--- src/rtl/tst_pattern_ctrl_if.sv ---
// Control and pattern-bus bundle for the test-pattern sequencer.
// master drives the command/config side, slave is the sequencer itself.
interface tst_pattern_ctrl_if #(
  parameter int CNT_W = 16
);
  logic             start;
  logic             stop;
  logic             sync_in;
  logic [1:0]       mode;
  logic [CNT_W-1:0] burst_len;
  logic [7:0]       fixed_word;
  logic [7:0]       o_data;
  logic             o_valid;
  logic             busy;
  logic             done;
  logic             err;

  modport master (
    output start, stop, sync_in, mode, burst_len, fixed_word,
    input  o_data, o_valid, busy, done, err
  );

  modport slave (
    input  start, stop, sync_in, mode, burst_len, fixed_word,
    output o_data, o_valid, busy, done, err
  );
endinterface

--- src/rtl/tst_pattern_ctrl.sv ---
// Test-pattern burst sequencer: arms on start, launches on a sync rising
// edge, emits burst_len words in the latched mode, then pulses done.
//
// state | meaning
// IDLE  | waiting for start; zero-length start gives an err pulse
// ARM   | waiting for a fresh sync rising edge; timeout gives err
// RUN   | one pattern word per cycle until the last word or stop
// DONE  | one cycle to issue the done pulse
//
// All outputs are registered and reflect the state of the previous cycle,
// so o_valid/done/busy lag the internal state by one clock.
module tst_pattern_ctrl #(
  parameter int ARM_TIMEOUT = 65535,
  parameter int CNT_W       = 16
) (
  input logic               clk,
  input logic               rst,
  tst_pattern_ctrl_if.slave bus
);

  localparam int TMO_W = (ARM_TIMEOUT > 1) ? $clog2(ARM_TIMEOUT) : 1;
  localparam logic [TMO_W-1:0] TMO_LOAD = TMO_W'(ARM_TIMEOUT - 1);

  typedef enum logic [1:0] {
    S_IDLE = 2'd0,
    S_ARM  = 2'd1,
    S_RUN  = 2'd2,
    S_DONE = 2'd3
  } state_t;

  state_t           state;
  state_t           state_nxt;

  logic             sync_d;
  logic             sync_rise;
  logic             start_ok;
  logic             start_zero;
  logic             last_word;
  logic             tmo_hit;

  logic [1:0]       mode_q;
  logic [CNT_W-1:0] len_q;
  logic [7:0]       fw_q;
  logic [CNT_W-1:0] pc;
  logic [CNT_W-1:0] wc;
  logic [7:0]       walk;
  logic [TMO_W-1:0] tmo;

  logic [7:0]       data_q,  data_nxt;
  logic             valid_q, valid_nxt;
  logic             busy_q,  busy_nxt;
  logic             done_q,  done_nxt;
  logic             err_q,   err_nxt;

  assign sync_rise  = bus.sync_in & ~sync_d;
  assign start_ok   = bus.start & (bus.burst_len != '0);
  assign start_zero = bus.start & (bus.burst_len == '0);
  assign last_word  = (wc == len_q - CNT_W'(1));
  assign tmo_hit    = (tmo == '0);

  // state register
  always_ff @(posedge clk) begin
    if (rst) state <= S_IDLE;
    else     state <= state_nxt;
  end

  // next-state decode; stop has priority over sync and over the last word
  always_comb begin
    state_nxt = state;
    case (state)
      S_IDLE: if (start_ok) state_nxt = S_ARM;
      S_ARM: begin
        if (bus.stop)      state_nxt = S_IDLE;
        else if (sync_rise) state_nxt = S_RUN;
        else if (tmo_hit)  state_nxt = S_IDLE;
      end
      S_RUN: begin
        if (bus.stop)      state_nxt = S_IDLE;
        else if (last_word) state_nxt = S_DONE;
      end
      S_DONE:  state_nxt = S_IDLE;
      default: state_nxt = S_IDLE;
    endcase
  end

  // next values of the registered outputs, derived from the current state
  always_comb begin
    data_nxt  = data_q;
    valid_nxt = (state == S_RUN);
    busy_nxt  = (state != S_IDLE);
    done_nxt  = (state == S_DONE);
    err_nxt   = ((state == S_IDLE) && start_zero) ||
                ((state == S_ARM) && !bus.stop && !sync_rise && tmo_hit);
    if (state == S_RUN) begin
      case (mode_q)
        2'd0:    data_nxt = pc[7:0];
        2'd1:    data_nxt = 8'(pc >> 8);
        2'd2:    data_nxt = walk;
        default: data_nxt = fw_q;
      endcase
    end
  end

  // output registers
  always_ff @(posedge clk) begin
    if (rst) begin
      data_q  <= 8'h00;
      valid_q <= 1'b0;
      busy_q  <= 1'b0;
      done_q  <= 1'b0;
      err_q   <= 1'b0;
    end else begin
      data_q  <= data_nxt;
      valid_q <= valid_nxt;
      busy_q  <= busy_nxt;
      done_q  <= done_nxt;
      err_q   <= err_nxt;
    end
  end

  // sync delay, parameter latch, arm timeout down-counter and pattern counters
  always_ff @(posedge clk) begin
    if (rst) begin
      sync_d <= 1'b0;
      mode_q <= 2'd0;
      len_q  <= '0;
      fw_q   <= 8'h00;
      pc     <= '0;
      wc     <= '0;
      walk   <= 8'h00;
      tmo    <= '0;
    end else begin
      sync_d <= bus.sync_in;
      case (state)
        S_IDLE: begin
          if (start_ok) begin
            mode_q <= bus.mode;
            len_q  <= bus.burst_len;
            fw_q   <= bus.fixed_word;
            tmo    <= TMO_LOAD;
          end
        end
        S_ARM: begin
          if (sync_rise) begin
            pc   <= '0;
            wc   <= '0;
            walk <= 8'h01;
          end else if (!tmo_hit) begin
            tmo <= tmo - TMO_W'(1);
          end
        end
        S_RUN: begin
          pc   <= pc + CNT_W'(1);
          wc   <= wc + CNT_W'(1);
          walk <= {walk[6:0], walk[7]};
        end
        default: ;
      endcase
    end
  end

  assign bus.o_data  = data_q;
  assign bus.o_valid = valid_q;
  assign bus.busy    = busy_q;
  assign bus.done    = done_q;
  assign bus.err     = err_q;

endmodule

--- src/flat_wrapper.sv ---
// flat-port wrapper written by rule: the top's interface ports become plain ports
module tst_pattern_ctrl_flat 
#(
  parameter int ARM_TIMEOUT = 65535,
  parameter int CNT_W       = 16
)
  (clk, rst, bus_start, bus_stop, bus_sync_in, bus_mode, bus_burst_len, bus_fixed_word, bus_o_data, bus_o_valid, bus_busy, bus_done, bus_err);
  tst_pattern_ctrl_if #(.CNT_W(CNT_W)) bus_i ();
  input logic clk;
  input logic rst;
  input wire logic [$bits(bus_i.start)-1:0] bus_start;
  input wire logic [$bits(bus_i.stop)-1:0] bus_stop;
  input wire logic [$bits(bus_i.sync_in)-1:0] bus_sync_in;
  input wire logic [$bits(bus_i.mode)-1:0] bus_mode;
  input wire logic [$bits(bus_i.burst_len)-1:0] bus_burst_len;
  input wire logic [$bits(bus_i.fixed_word)-1:0] bus_fixed_word;
  output wire logic [$bits(bus_i.o_data)-1:0] bus_o_data;
  output wire logic [$bits(bus_i.o_valid)-1:0] bus_o_valid;
  output wire logic [$bits(bus_i.busy)-1:0] bus_busy;
  output wire logic [$bits(bus_i.done)-1:0] bus_done;
  output wire logic [$bits(bus_i.err)-1:0] bus_err;
  assign bus_i.start = bus_start;
  assign bus_i.stop = bus_stop;
  assign bus_i.sync_in = bus_sync_in;
  assign bus_i.mode = bus_mode;
  assign bus_i.burst_len = bus_burst_len;
  assign bus_i.fixed_word = bus_fixed_word;
  assign bus_o_data = bus_i.o_data;
  assign bus_o_valid = bus_i.o_valid;
  assign bus_busy = bus_i.busy;
  assign bus_done = bus_i.done;
  assign bus_err = bus_i.err;
  tst_pattern_ctrl #(.ARM_TIMEOUT(ARM_TIMEOUT), .CNT_W(CNT_W)) u_core (.clk(clk), .rst(rst), .bus(bus_i));
endmodule
--- config.mk ---
export PLATFORM = sky130hd
export DESIGN_NAME = tst_pattern_ctrl_flat
export DESIGN_NICKNAME = d
export VERILOG_FILES = /design/src/rtl/tst_pattern_ctrl_if.sv /design/src/rtl/tst_pattern_ctrl.sv /design/src/flat_wrapper.sv
export SDC_FILE = /design/constraint.sdc
export NUM_CORES = 1
export LEC_CHECK = 0
export CORE_UTILIZATION = 60
export CTS_BUF_LIST = sky130_fd_sc_hd__clkbuf_16
export CTS_CLUSTER_DIAMETER = 80
export DETAILED_ROUTE_END_ITERATION = 6
export GPL_ROUTABILITY_DRIVEN = 0
export GPL_TIMING_DRIVEN = 0
export PLACE_DENSITY = 0.93
export RECOVER_POWER = 50
export SYNTH_ARGS = -nofsm -noshare
export SYNTH_HDL_FRONTEND = slang
export SYNTH_SLANG_ARGS = --single-unit
--- constraint.sdc ---
create_clock -name clk -period 3.9 [get_ports clk]
set_input_delay 0.78 -clock clk [delete_from_list [all_inputs] [get_ports clk]]
set_output_delay 0.78 -clock clk [all_outputs]
set_load 0.01 [all_outputs]
==> out/qor.yml <==
outcome: "completed"
synth_seq_cells: 97
maxCapViolCount: 0
start_util: 0.622
area_growth_pct: 16.8
fmax_mhz: 317
intPower_mw: 1.60
cts_sinks: 97
relSlewSlack: 0.487
wl_per_cell_um: 16.9
cts_resized: 0
grt_start_max_net_pins: 18
seqPwrFrac: 0.482
gr-total-overflow: 0
post_synth_num_cell_types: 48
postCtsSetupBuffers: 0
dr.pass1.iters: 5
cts_tree: "yes"
clkSlewWorstSetupHoldPaths_ns: 0.07
layout_commonest_cell: "nand2_1"
coreArea_sq_um: 7730
fin_crit_ns: 3.15
numPortBuffers: 41
postCtsHoldBufs: 0
endpoint_kind: "flip-flop"
power.share.clock: 0.379
final_nets: 685
rsz0062_at_grt: "no"
synth_flop_cell: "dfxtp_1"
comb_power_share: 0.139
worst_slack_ns: 0.748
final_hold_viol_count: 0
r2r_slack_ns: 1.01
critical-path-top-delay-family: "simple AND/OR/NAND/NOR gates"
whs_ns: 0.454
worstMarginPinSlew_ns: 0.762
boundaryPins: 43
power_switching_uw: 614
drtAntennaViolNets: 0
wl_met1_mm: 5.02
critPathKind: "in -> reg"
antenna_cells: 0
start_kind: "input port"
worstReg2RegStart: "u_core.len_q[0]"
total_power_mw: 2.21
wl_mm: 12.8
cp_max_fo: 10
final_util: 0.727
preCtsSetupSlack_ns: 0.477
min_period_over_period: 0.808
route.met3.wl_mm: 1.22
fp.dieArea_sq_um: 8380
finalSetupViolCount: 0
final_cell_mix: "109 x nand2_1, 97 x dfxtp_1, 83 x a21oi_1"
post-route-drc-count: 0
sw_frac_of_total: 0.277
skew_ns: 0.00653
critPathMostFrequentCell: "a21oi_1"
htreeDepth: 3
synthCells: 598
cp_num_buf_inv: 2
die_w_um: 91.5
postSynthAreaPerCell_sq_um: 8.04
required_ns: 4.12
drt-initial-drc-count: 568
min-delay-start: "u_core.bus.o_data[7]"
clockRootBuffer: "clkbuf_16"
clk_path_buf_depth: 2
grt_use_total: 0.320
grt_pass1_vias: 4660
slowest_stage: "a21oi_1"
ir_worst_vdd_mv: 0.252
grt_antenna_before_repair: 0
viasPerCell: 6.40
crit_arrival_ns: 3.37
crit_path_max_incr_delay_ns: 0.57
num_vias: 4844
ys_seq_area_frac: 0.404
hpwlAfterDp_mm: 8.77
syn-cell-area_sq_um: 4810
die_h_um: 91.5
hp-class: "reg -> reg"
slew_violations: 0
drive_above_1_share: 0.0641
startpoint: "bus_burst_len[8]"
p_per_area_nw_per_um2: 394
grt_pass1_wl_mm: 21.2
synth_nets: 633
clk_latency_ns: 0.35
p_leak_nw: 1.92
cts_buffers: 9
yosys_warnings: 0
setup-tns-final_ns: 0
wl_met2_mm: 6.05
crit_chain: "clkdlybuf4s50_1 > nor4_1 > nand4_1 > a21oi_1 > clkbuf_1 > nor4b_1 > xnor2_1 > a21oi_1"
rows: 32
top_layer_used: "met4"
nFillCells: 551
synth_edf_count: 0
synthArstFlopShare: 0
[worst register-to-register path, cell delays in order (launching register included)]
cell and delay (ns):
dfxtp_1 0.38, inv_1 0.09, ha_1 0.19, or4b_1 0.45, clkbuf_1 0.17, nor4_1 0.60
a21oi_1 0.25, a2111o_1 0.41, nor4_2 0.13, a31o_1 0.16
[layout make-up]
| type | count | area [sq um] | share of cell area |
|---|---|---|---|
| multi-input combinational | 456 | 2670 | 0.476 |
| clock buffer | 9 | 225 | 0.0401 |
| sequential | 97 | 1940 | 0.346 |
| buffer | 36 | 150 | 0.0267 |
| inverter | 9 | 33.8 | 0.00601 |
| tap | 102 | 128 | 0.0227 |
| clock inverter | 7 | 55.1 | 0.00980 |
| timing repair buffer | 41 | 410 | 0.0731 |
[routing by layer]
metal  up-vias  global-route usage
met5         -                   0
met1      2251               0.386
met3        64              0.0628
li1       2230                   -
met4         0               0.173
met2       299               0.534
[power groups by stage]
stage | Combinational [mW] | Sequential, mW | Clock [mW]
2_1_floorplan | 0.210 | 1.08 | 0
3_3_place_gp | 0.286 | 1.08 | 0
3_5_place_dp | 0.298 | 1.09 | 0
4_1_cts | 0.305 | 1.07 | 0.840
5_1_grt | 0.338 | 1.07 | 0.889
6_report | 0.308 | 1.07 | 0.839
[stage by stage]
step                instance area [sq um]  std cells
CTS                                  5630        757
finish                               5620        757
detailed placement                   5350        741
global route                         5620        757
global placement                     5350        741
floorplan                            4810        598
[path summary, 6_finish.rpt]
check                         endpoint  depth (start not counted)
setup / recovery        u_core.tmo[10]                          8
hold / removal    u_core.bus.o_data[7]                          2
setup reg to reg       u_core.state[0]                          9
hold reg to reg   u_core.bus.o_data[7]                          2
[cells by family after synthesis]
logic type | synth area share
adders and majority gates | 0.0104
and+or+nand+nor | 0.287
muxes | 0.0492
xor gates and xnor gates | 0.0601
AOI/OAI and AO/OA | 0.149
buffers and inverters | 0.0403
DFF | 0.404
[registers in the layout, indices dropped and copies added (netlist names)]
name                flops
u_core.sync_d           1
u_core.mode_q           2
u_core.fw_q             8
u_core.wc              16
u_core.bus.o_valid      1
u_core.tmo             16
u_core.bus.done         1
u_core.walk             8
u_core.bus.busy         1
u_core.pc              16
u_core.bus.err          1
u_core.bus.o_data       8
u_core.len_q           16
u_core.state            2
[synthesized netlist by cell type (9+ instances only)]
master / number / area (sq um)
xnor2_1: 23 / 201
nand3_1: 37 / 185
nor4_1: 16 / 100
nand2_1: 109 / 409
inv_1: 9 / 33.8
a21oi_1: 83 / 415
clkbuf_1: 25 / 93.8
nor2_1: 44 / 165
nor3_1: 14 / 70.1
dfxtp_1: 97 / 1940
xor2_1: 10 / 87.6
or4_1: 10 / 75.1
(Power assumes the default switching activity.)
